## config.mk

```make
export PLATFORM = sky130hd
export DESIGN_NAME = input_port_bank
export DESIGN_NICKNAME = d
export VERILOG_FILES = /design/src/rtl/input_port_bank.sv
export SDC_FILE = /design/constraint.sdc
export NUM_CORES = 1
export LEC_CHECK = 0
export CORE_ASPECT_RATIO = 0.8
export CORE_MARGIN = 2
export CORE_UTILIZATION = 47
export DETAILED_ROUTE_END_ITERATION = 7
export PLACE_DENSITY_LB_ADDON = 0.15
export SYNTH_ARGS = -nofsm -noshare
export SYNTH_HDL_FRONTEND = slang
export SYNTH_SLANG_ARGS = --single-unit
```

## constraint.sdc

```tcl
create_clock -name clk -period 1.7 [get_ports clk]
set_clock_uncertainty 0.05 [all_clocks]
set_input_delay 0.255 -clock clk [delete_from_list [all_inputs] [get_ports clk]]
set_output_delay 0.255 -clock clk [all_outputs]
set_load 0.05 [all_outputs]
```

## src/rtl/input_port_bank.sv

```systemverilog
// Read side of the CPU I/O port space: synchronises 16 input ports, flags changes and serves
// registered reads. Optional change interrupt enabled by defining PORT_IN_IRQ_EN.
module input_port_bank #(
  parameter logic [7:0]  BASE_ADDR   = 8'h80,
  parameter int unsigned SYNC_STAGES = 2
) (
  input  logic        clk,
  input  logic        rst,
  input  logic [7:0]  port_in_00,
  input  logic [7:0]  port_in_01,
  input  logic [7:0]  port_in_02,
  input  logic [7:0]  port_in_03,
  input  logic [7:0]  port_in_04,
  input  logic [7:0]  port_in_05,
  input  logic [7:0]  port_in_06,
  input  logic [7:0]  port_in_07,
  input  logic [7:0]  port_in_08,
  input  logic [7:0]  port_in_09,
  input  logic [7:0]  port_in_10,
  input  logic [7:0]  port_in_11,
  input  logic [7:0]  port_in_12,
  input  logic [7:0]  port_in_13,
  input  logic [7:0]  port_in_14,
  input  logic [7:0]  port_in_15,
  input  logic        rd_en,
  input  logic [7:0]  rd_addr,
  output logic [7:0]  rd_data,
  output logic        rd_valid,
  output logic        rd_hit,
  input  logic        irq_mask_wr,
  input  logic [15:0] irq_mask_din,
  output logic        irq
);

  localparam int unsigned CntW = $clog2(SYNC_STAGES + 2);
  localparam logic [CntW-1:0] WarmInit = CntW'(SYNC_STAGES + 1);

  if (int'(BASE_ADDR) > 238) begin : g_bad_base
    $error("BASE_ADDR + 17 exceeds 8'hFF");
  end
  if (SYNC_STAGES < 2) begin : g_bad_sync
    $error("SYNC_STAGES must be at least 2");
  end

  logic [7:0] pins [16];
  assign pins = '{port_in_00, port_in_01, port_in_02, port_in_03, port_in_04, port_in_05,
                  port_in_06, port_in_07, port_in_08, port_in_09, port_in_10, port_in_11,
                  port_in_12, port_in_13, port_in_14, port_in_15};

  // Stage 0 takes the raw pin; stage SYNC_STAGES-1 is the synchronised value.
  logic [SYNC_STAGES-1:0][7:0] chain_q [16];
  logic [7:0]                  sync    [16];
  logic [7:0]                  prev_q  [16];
  logic [CntW-1:0]             warm_q;
  logic [15:0]                 flag_q, flag_d, chg, clr;

  logic [7:0] rd_off;
  logic       port_sel, flo_sel, fhi_sel;
  logic [7:0] rd_data_d;

  always_comb begin
    chg = '0;
    for (int k = 0; k < 16; k++) begin
      sync[k] = chain_q[k][SYNC_STAGES-1];
      chg[k]  = (sync[k] != prev_q[k]) && (warm_q == '0);
    end
  end

  always_comb begin
    rd_off    = rd_addr - BASE_ADDR;
    port_sel  = rd_off < 8'd16;
    flo_sel   = rd_off == 8'd16;
    fhi_sel   = rd_off == 8'd17;
    clr       = '0;
    rd_data_d = '0;
    if (port_sel) begin
      rd_data_d = sync[rd_off[3:0]];
      if (rd_en) clr[rd_off[3:0]] = 1'b1;
    end else if (flo_sel) begin
      rd_data_d = flag_q[7:0];
    end else if (fhi_sel) begin
      rd_data_d = flag_q[15:8];
    end
    // A change landing on the clearing read keeps the flag set.
    flag_d = (flag_q & ~clr) | chg;
  end

  always_ff @(posedge clk) begin
    if (rst) begin
      for (int k = 0; k < 16; k++) begin
        chain_q[k] <= '0;
        prev_q[k]  <= '0;
      end
      warm_q   <= WarmInit;
      flag_q   <= '0;
      rd_data  <= '0;
      rd_valid <= 1'b0;
      rd_hit   <= 1'b0;
    end else begin
      for (int k = 0; k < 16; k++) begin
        chain_q[k] <= {chain_q[k][SYNC_STAGES-2:0], pins[k]};
        prev_q[k]  <= sync[k];
      end
      if (warm_q != '0) warm_q <= warm_q - 1'b1;
      flag_q   <= flag_d;
      rd_valid <= rd_en;
      rd_hit   <= rd_en && (port_sel || flo_sel || fhi_sel);
      if (rd_en) rd_data <= rd_data_d;
    end
  end

`ifdef PORT_IN_IRQ_EN
  logic [15:0] mask_q;
  logic        irq_q;

  always_ff @(posedge clk) begin
    if (rst) begin
      mask_q <= '0;
      irq_q  <= 1'b0;
    end else begin
      if (irq_mask_wr) mask_q <= irq_mask_din;
      irq_q <= |(flag_q & mask_q);
    end
  end

  assign irq = irq_q;
`else
  logic unused_irq_inputs;
  assign unused_irq_inputs = ^{irq_mask_wr, irq_mask_din};
  assign irq = 1'b0;
`endif

endmodule

```

=== Word level (Yosys, flattened, before mapping) ===
Memory sizes are Yosys's and may differ from the RTL's.
Cells that the tools add are included.

* Register bits after elaboration: 28
* Bits in writable memories: 384
* Output and inout bits: 11
* Logic and storage cells: 134
* Memories kept: 2

{| class="wikitable"
|+ Memory list
! name !! depth !! bits a word !! rd ports !! clocked after Yosys merged registers in !! write ports !! RTL line !! text
|-
| chain_q || 16 || 16 || 16 || 0 || 16 || 51 || <nowiki>logic [SYNC_STAGES-1:0][7:0] chain_q [16];</nowiki>
|-
| prev_q || 16 || 8 || 16 || 0 || 16 || 53 || <nowiki>logic [7:0] prev_q [16];</nowiki>
|}

* Add/sub/neg operators: 2
* $lt $le $gt $ge: 4
* Eq/ne operators: 18
* Multiplexer cells: 45
* Bitwise operators: 36
* Reductions and logical operators: 22

{| class="wikitable"
|+ Operators by type and width
! kind !! count
|-
| $mux W16 || 18
|-
| $mux W8 || 21
|-
| $ne A8 B8 Y1 || 16
|-
| $bmux W8 S4 || 1
|-
| $or A1 B1 Y1 || 32
|-
| $logic_and A1 B1 Y1 || 18
|-
| $and A16 B16 Y16 || 1
|-
| $eq A8 B5 Y1 const B || 2
|-
| $not A16 Y16 || 1
|-
| $or A16 B16 Y16 || 1
|-
| $lt A8 B5 Y1 const B || 1
|-
| $sub A8 B8 Y8 const B || 1
|-
| $ge A5 B5 Y1 const B || 1
|-
| $lt A4 B5 Y1 const B || 1
|-
| $not A4 Y5 || 1
|-
| $demux W1 S4 || 1
|-
| $ge A4 B1 Y1 const B || 1
|-
| $mux W1 || 4
|-
| $logic_not A2 Y1 || 1
|-
| $logic_or A1 B1 Y1 || 2
|-
| $reduce_bool A2 Y1 || 1
|-
| $sub A2 B1 Y2 const B || 1
|}

=== Depth between registers and ports, before layout ===
Gate-level depths: netlist (run 1).

* Depth after elaboration: 10
* Mapped depth: 8
* Gate-level depth less buffers: 4

=== Least setup slack after synthesis (run 1) ===
Ideal clock, no wire load.

* Path type: in2reg
* Start: input port rd_addr[1]
* End: register rd_data[3]
* Library setup time: 0.136 ns
* Arrival: 1.423 ns
* Slack: 0.091 ns
* Stages on the path: 6
* Path buffers: 2
* Cells stage by stage: buf_2 -> buf_1 -> mux4_2 -> mux2_2 -> nand2_1 -> o2111ai_1

* Longest elaborated chain between the ends: 6
* Elaborated cells between the ends (all ways): 11
* Classes of those cells: add/sub: 1; order compare: 1; eq/ne: 2; mux: 6; bitwise: 1

{| class="wikitable"
|+ RTL lines
! item !! RTL line !! text
|-
| from (decl) || 26 || <nowiki>input logic [7:0] rd_addr,</nowiki>
|-
| $sub A8 B8 Y8 (*) || 70 || <nowiki>rd_off = rd_addr - BASE_ADDR;</nowiki>
|-
| $not A4 Y5 (implied by the code) || 77 || <nowiki>rd_data_d = sync[rd_off[3:0]];</nowiki>
|-
| $bmux W8 S4 || 77 ||
|-
| $mux W8 (implied by the code) (2 in a row) || 77 ||
|-
| $mux W8 (*) || 76 || <nowiki>if (port_sel) begin</nowiki>
|-
| to (signal assigned) || 108 || <nowiki>if (rd_en) rd_data <= rd_data_d;</nowiki>
|-
| to (decl) || 27 || <nowiki>output logic [7:0] rd_data,</nowiki>
|}

Mark *: on every way between the ends. The rest lies on a longest branch, timed or not. The select of a mux whose other input is x is not followed.
A chain may end at the register's enable or synchronous reset.

==> key figures, run 1 <==
Yosys
  • Synth Area in XOR/XNOR: a little over 8%
  • Top FF cell, synth: dfxtp_1
  • Simple-gate share of the synthesized area: between 20% and 30%
  • Syn Std Cell Area: roughly 0.014 sq mm
  • Compound-gate portion of the synthesized area: under 10%
  • FF+latch count, synth: 412
  • Largest family of logic cells by synthesized area: simple AND/OR/NAND/NOR gates
  • Cell variety after synth: 38
  • Seq/Total Area, Yosys: 59.3%
  • Warnings from Yosys: 0
  • Syn Area/Cell: about 11 sq um
  • Post-synth EDFFs: 0
  • Syn nets: roughly 1,400
  • Post-synthesis mux area share: around 6.4%
  • Syn Inst Count: approximately 1,200
  • Adder-Cell Fraction of Synth Area: 0.0900%
  • FFs w/ async S/R, synth: 0%

Worst setup path
  • Critical Path Source Type: register
  • Crit Path Max Fanout: 3
  • CP max stage delay: roughly 0.60 ns
  • Worst Path Buf+Inv: 0
  • CP endpoint kind: register
  • Critical path type: reg -> reg
  • Crit path cell chain: mux4_1 > mux2_2 > nand2_1 > o2111ai_1
  • Critical Path Stages: 4
  • CP required: 2.04 ns
  • Slowest CP cell: mux4_1
  • Family with the most delay on the worst path: multiplexers
  • Data arrival, critical path: around 2 ns
  • Worst r2r path cells: 4

Place
  • GP Congestion: slightly below 0.9
  • Placed Area: 0.0160 sq mm
  • I/O Buffers: between 100 and 150
  • Post-DP HPWL: roughly 20 mm

Detailed routing
  • First drt pass iteration count: 5
  • Starting DRC count in detailed routing: between 400 and 500
  • Final wirelength: 28.1 mm
  • # DRC: 0
  • DR WL/cell: approximately 16 um
  • Post-DRT Antenna Nets: 0
  • Vias: about 8,300
  • Routed vias/inst: roughly 4.7

Clock network
  • CTS max path bufs: 3
  • Root Driver: clkbuf_16
  • Htree depth: 2
  • CTS Sinks: around 410
  • Clock slew at reported path FFs: 0.06 ns
  • CTS tree: yes
  • Number of CTS-inserted buffers: 40
  • Clk Latency, worst-skew pair: ~0.52 ns

Final layout
  • Layout area overhead: 24.2%
  • Commonest cells after routing, fill and taps aside: 412 x dfxtp_1, 387 x nor2b_1, 136 x clkdlybuf4s50_1
  • # diodes: 0
  • Commonest non-fill, non-tap cell in the layout: dfxtp_1
  • Util after Layout: 59.1%
  • Layout cells sized above 1: under 10%
  • Final net count: roughly 1,500
  • Post-route cell area: 0.0173 sq mm

Timing
  • Slew @ Worst Pin: 0.550 ns
  • Relative slew slack: 63.2%
  • RSZ-0062 raised after global routing: no
  • Hold_ws: ~0.24 ns
  • Final Cycle Share: roughly 95%
  • Slew Limit Fails: 0
  • Setup Viol. Count Final: 0
  • Final hold vios: 0
  • Min Tclk post-route: around 1.6 ns
  • Fmax: 621 MHz

Die
  • Starting Density: ~48%
  • Placement Rows: 56
  • Die Height: approximately 160 um
  • Core region area: approximately 0.029 sq mm
  • Die Area: a little over 0.03 sq mm
  • I/O pin count: around 170
  • Die width: roughly 200 um

Power
  • LEAKAGE: roughly 6.5 nW
  • Peak VDD IR: ~620 uV
  • PD cells: approximately 1200 mW/mm^2

GRT
  • First-pass GRT wire length: about 44 mm
  • Largest net degree at the start of global routing: 111
  • Gr usage total: between 10% and 20%
  • Grt total ovfl: 0
  • Initial antenna violation count: 0
  • Vias in the first global route: between 8,000 and 9,000

Hold path
  • Hold-critical path depth: 2
  • Worst hold path type: in -> reg

Run status
  • Status: complete, no violations

Job
  • Max-cap violation count: 0
layer usage:
layer  wire length (um)  track usage, %  vias to the layer above
li1                   -               -                     4261
met1              14900            28.3                     3837
met2              11300            26.0                      187
met3               1550            3.45                       35
met4                428            4.44                        0
met5                  0               0                        -
sequential cells by signal, summed over array words and instances, names as in the netlist:
name / flops
chain_q: 256
flag_q: 16
prev_q: 128
rd_data: 8
rd_hit: 1
rd_valid: 1
warm_q: 2
what timing repair did:
action | in CTS | in global routing
setup buffers | 0 | 0
endpoints found under the setup margin | 0 | 1
gates resized for setup | 0 | 1
hold buffers | 1 | 0
hold endpoints to repair | 14 | 0
synth_stat cells, types with 2 or more instances:
cell	instances	share of area (%)
a22oi_1	16	0.86
nor2b_1	388	17
buf_4	3	0.16
o21ai_0	32	1.2
buf_2	2	0.072
mux2_2	9	0.73
mux4_1	7	1.3
xnor2_1	128	8.1
nand3_1	9	0.32
o2111ai_1	7	0.44
nor3_1	2	0.072
inv_1	4	0.11
nand2_1	18	0.49
nor2_1	2	0.054
buf_1	3	0.081
or4_1	2	0.11
mux4_2	9	1.5
clkbuf_1	48	1.3
dfxtp_1	412	59
mux2i_1	40	2.9
nand2b_1	2	0.090
nand4_1	35	1.6
a21oi_1	16	0.58
buf_6	5	0.40
report_power, final:
group	internal, mW	switching (mW)	total [mW]
registers	10.1	0.237	10.3
clock network	5.11	3.46	8.58
logic	0.878	0.599	1.48
total	16.1	4.30	20.4
layout make-up:
cell class / instances / area (sq um)
fillers: 2430 / 11900
flip-flops and latches: 412 / 8250
multi-input cells: 733 / 5340
repair buffers: 191 / 1910
clock buffers: 60 / 1190
well taps: 377 / 472
clock inverters: 9 / 100
inverters: 5 / 18.8
worst register-to-register path, cell delays in order (launching register included):
cell and delay, ns:
dfxtp_1 0.35, mux4_1 0.60, mux2_2 0.30, nand2_1 0.09
o2111ai_1 0.11
cells by family after synthesis:
group,count (synthesis)
AND/OR/NAND/NOR,465
flip-flops,412
adder cells (fa/ha/maj),1
multiplexers,65
XOR/XNOR,129
AO/OA/AOI/OAI,72
other,1
buffers and inverters,68
final timing paths:
kind / start / end / slack, ns
setup reg to reg: chain_q[0][218]$_SDFF_PP0_ / rd_data[2]$_SDFFE_PP0P_ / 0.09
hold / removal: port_in_01[6] / chain_q[0][22]$_SDFF_PP0_ / 0.24
hold reg to reg: chain_q[0][2]$_SDFF_PP0_ / chain_q[0][10]$_SDFF_PP0_ / 0.38
setup / recovery: chain_q[0][218]$_SDFF_PP0_ / rd_data[2]$_SDFFE_PP0P_ / 0.09
stage by stage:
stage	std cells	power, mW	setup slack (ns)	setup TNS (ns)
3_5_place_dp	1717	12.0	-0.399	-6.03
5_1_grt	1787	21.2	0.0549	0
4_1_cts	1787	20.6	0.102	0
2_1_floorplan	1213	11.3	0.0909	0
6_report	1787	20.4	0.0896	0
3_3_place_gp	1717	12.0	-0.360	-5.45
No activity file was read; power rests on OpenSTA's default activity.
==> run 2: changes to the inputs <==
--- a/config.mk
+++ b/config.mk
@@ -5,6 +5,7 @@
 export SDC_FILE = /design/constraint.sdc
 export NUM_CORES = 1
 export LEC_CHECK = 0
+export CAP_MARGIN = 10
 export CORE_ASPECT_RATIO = 0.8
 export CORE_MARGIN = 2
 export CORE_UTILIZATION = 47
==> results of run 2 <==
Same layout as run 1: the final DEF is identical, and so are final timing and power.
==> run 3: changes to the inputs <==
--- a/config.mk
+++ b/config.mk
@@ -6,9 +6,10 @@
 export NUM_CORES = 1
 export LEC_CHECK = 0
 export CAP_MARGIN = 10
+export CELL_PAD_IN_SITES_DETAIL_PLACEMENT = 1
+export CELL_PAD_IN_SITES_GLOBAL_PLACEMENT = 2
 export CORE_ASPECT_RATIO = 0.8
-export CORE_MARGIN = 2
-export CORE_UTILIZATION = 47
+export CORE_UTILIZATION = 33
 export DETAILED_ROUTE_END_ITERATION = 7
 export PLACE_DENSITY_LB_ADDON = 0.15
 export SYNTH_ARGS = -nofsm -noshare
==> run 3 against run 2 <==
  * Final cell count grew 10%
  * Critical path depth is the same
  * Largest cell class unchanged
  * Wire length grew 16%
  * Die area grew 39%
  * Sequential share of layout area shrank 1.1 points
  * Critical path type unchanged
  * Via count grew 3.4%
  * Clock-buffer cell count shrank 1
  * Critical endpoint is now rd_data[1]$_SDFFE_PP0P_
==> key figures, run 3 (synthesized netlist as in run 1, its figures left out) <==
Hold path
  • Worst hold path type: in -> reg
  • Hold path start: port_in_08[6]
  • Hold-critical path depth: 2
  • Hold EP: chain_q[0][134]$_SDFF_PP0_

Detailed routing
  • Final wirelength: around 33 mm
  • DR WL/cell: 16.5 um
  • Vias: 8,602
  • Routed vias/inst: between 4 and 5
  • # DRC: 0
  • First drt pass iteration count: 4
  • Starting DRC count in detailed routing: about 370
  • Post-DRT Antenna Nets: 0

Clock network
  • Root Driver: clkbuf_16
  • Number of gates given a new drive strength after cts: 0
  • Clock slew at reported path FFs: 0.06 ns
  • Clk Latency, worst-skew pair: 0.54 ns
  • CTS max path bufs: 3
  • Htree depth: 2
  • CTS tree: yes
  • CTS Sinks: just over 400
  • Number of CTS-inserted buffers: 43

Final layout
  • Layout cells sized above 1: about 11%
  • Multi-input gate area: 0.00533 sq mm
  • Commonest cells after routing, fill and taps aside: 412 x dfxtp_1, 388 x nor2b_1, 136 x clkdlybuf4s50_1
  • # diodes: 0
  • Biggest register: chain_q
  • Layout area overhead: 27.2%
  • Commonest non-fill, non-tap cell in the layout: dfxtp_1
  • Filler Cell Count: 4,416
  • Max FFs per register: about 260
  • Final net count: roughly 1,500
  • Biggest regs: chain_q x256, prev_q x128, flag_q x16
  • Util after Layout: roughly 43%
  • Register area: ~0.0082 sq mm

Worst setup path
  • Data arrival, critical path: 1.98 ns
  • Worst R2R Setup Slack: approximately 0.07 ns
  • Critical Path Source Type: register
  • Worst r2r path cells: 4
  • Critical path type: reg -> reg
  • CP endpoint kind: register
  • CP required: approximately 2.1 ns
  • Family with the most delay on the worst path: multiplexers
  • Reg2Reg Launch Point: chain_q[0][217]$_SDFF_PP0_
  • Worst r2r dst: rd_data[1]$_SDFFE_PP0P_
  • Slowest CP cell: mux4_1
  • Crit path cell chain: mux4_1 > mux2_2 > nand2_1 > o2111ai_1
  • Crit Path Max Fanout: 3
  • Worst Path Buf+Inv: 0
  • CP max stage delay: 0.60 ns

Timing
  • Min Tclk post-route: 1.63 ns
  • Relative slew slack: ~58%
  • Final Cycle Share: between 90% and 100%
  • Fmax: a little over 600 MHz
  • Setup Viol. Count Final: 0
  • Slew Limit Fails: 0
  • Final hold vios: 0
  • Final setup TNS: 0 ns
  • Slew @ Worst Pin: just over 0.6 ns
  • RSZ-0062 raised after global routing: no

Place
  • I/O Buffers: about 150
  • GP Congestion: 0.827
  • Post-DP HPWL: 23.5 mm

Die
  • Placement Rows: 66
  • I/O pin count: 167
  • Die width: about 230 um
  • Starting Density: between 30% and 40%
  • Core region area: 0.0411 sq mm
  • Die Height: ~190 um
  • Die Area: ~0.043 sq mm

Power
  • LEAKAGE: ~6.7 nW
  • Peak VDD IR: slightly below 600 uV
  • Tot Pwr: approximately 21 mW
  • PD cells: 1210 mW/mm^2

Run status
  • Status: complete, no violations

GRT
  • Largest net degree at the start of global routing: 90
  • Grt total ovfl: 0
  • Vias in the first global route: around 9,000
  • Initial antenna violation count: 0
  • Gr usage total: 15.4%
  • First-pass GRT wire length: approximately 50 mm

Job
  • Max-cap violation count: 0
run 3: power breakdown:
part	internal (mW)	switching, mW
logic	0.886	0.636
registers	10.1	0.245
clock network	5.79	3.82
run 3: final cells by class:
| cell class | instances | share of cell area (%) |
|---|---|---|
| repair buffers | 195 | 11.0 |
| flip-flops and latches | 412 | 46.6 |
| clock inverters | 19 | 1.16 |
| clock buffers | 59 | 7.12 |
| multi-input cells | 733 | 30.2 |
| well taps | 544 | 3.85 |
| inverters | 5 | 0.106 |
run 3: worst max-delay path by stage:
| stage | from | end | slack, ns | cells past startpoint |
|---|---|---|---|---|
| global route | chain_q[0][217]$_SDFF_PP0_ | rd_data[1]$_SDFFE_PP0P_ | 0.06 | 4 |
| CTS | chain_q[0][217]$_SDFF_PP0_ | rd_data[1]$_SDFFE_PP0P_ | 0.09 | 4 |
| global placement | rd_addr[1] | rd_data[5]$_SDFFE_PP0P_ | -0.35 | 7 |
| floorplan | rd_addr[1] | rd_data[3]$_SDFFE_PP0P_ | 0.09 | 6 |
| detailed placement | rd_addr[1] | rd_data[7]$_SDFFE_PP0P_ | -0.39 | 6 |
| finish | chain_q[0][217]$_SDFF_PP0_ | rd_data[1]$_SDFFE_PP0P_ | 0.07 | 4 |
run 3: metal layers:
metal	up-vias	share of wire, %	track usage [%]
met5	-	0	0
met4	0	2.0	4.24
met3	46	5.5	3.78
met2	177	41	22.2
met1	4099	52	22.6
li1	4280	-	-
run 3: timing repair:
action	4_1_cts	5_1_grt
setup endpoints to repair	0	0
endpoints found under the hold margin	8	0
setup buffers	0	0
hold buffers	1	0
run 3: through the flow:
stage          instances  hold slack, ns  area (sq um)  setup WS [ns]
3_3_place_gp        1888           0.373         16200         -0.348
5_1_grt             1967           0.197         17700         0.0638
3_5_place_dp        1888           0.377         16200         -0.385
4_1_cts             1967           0.195         17700         0.0879
2_1_floorplan       1213           0.333         13900         0.0909
6_report            1967           0.218         17700         0.0712
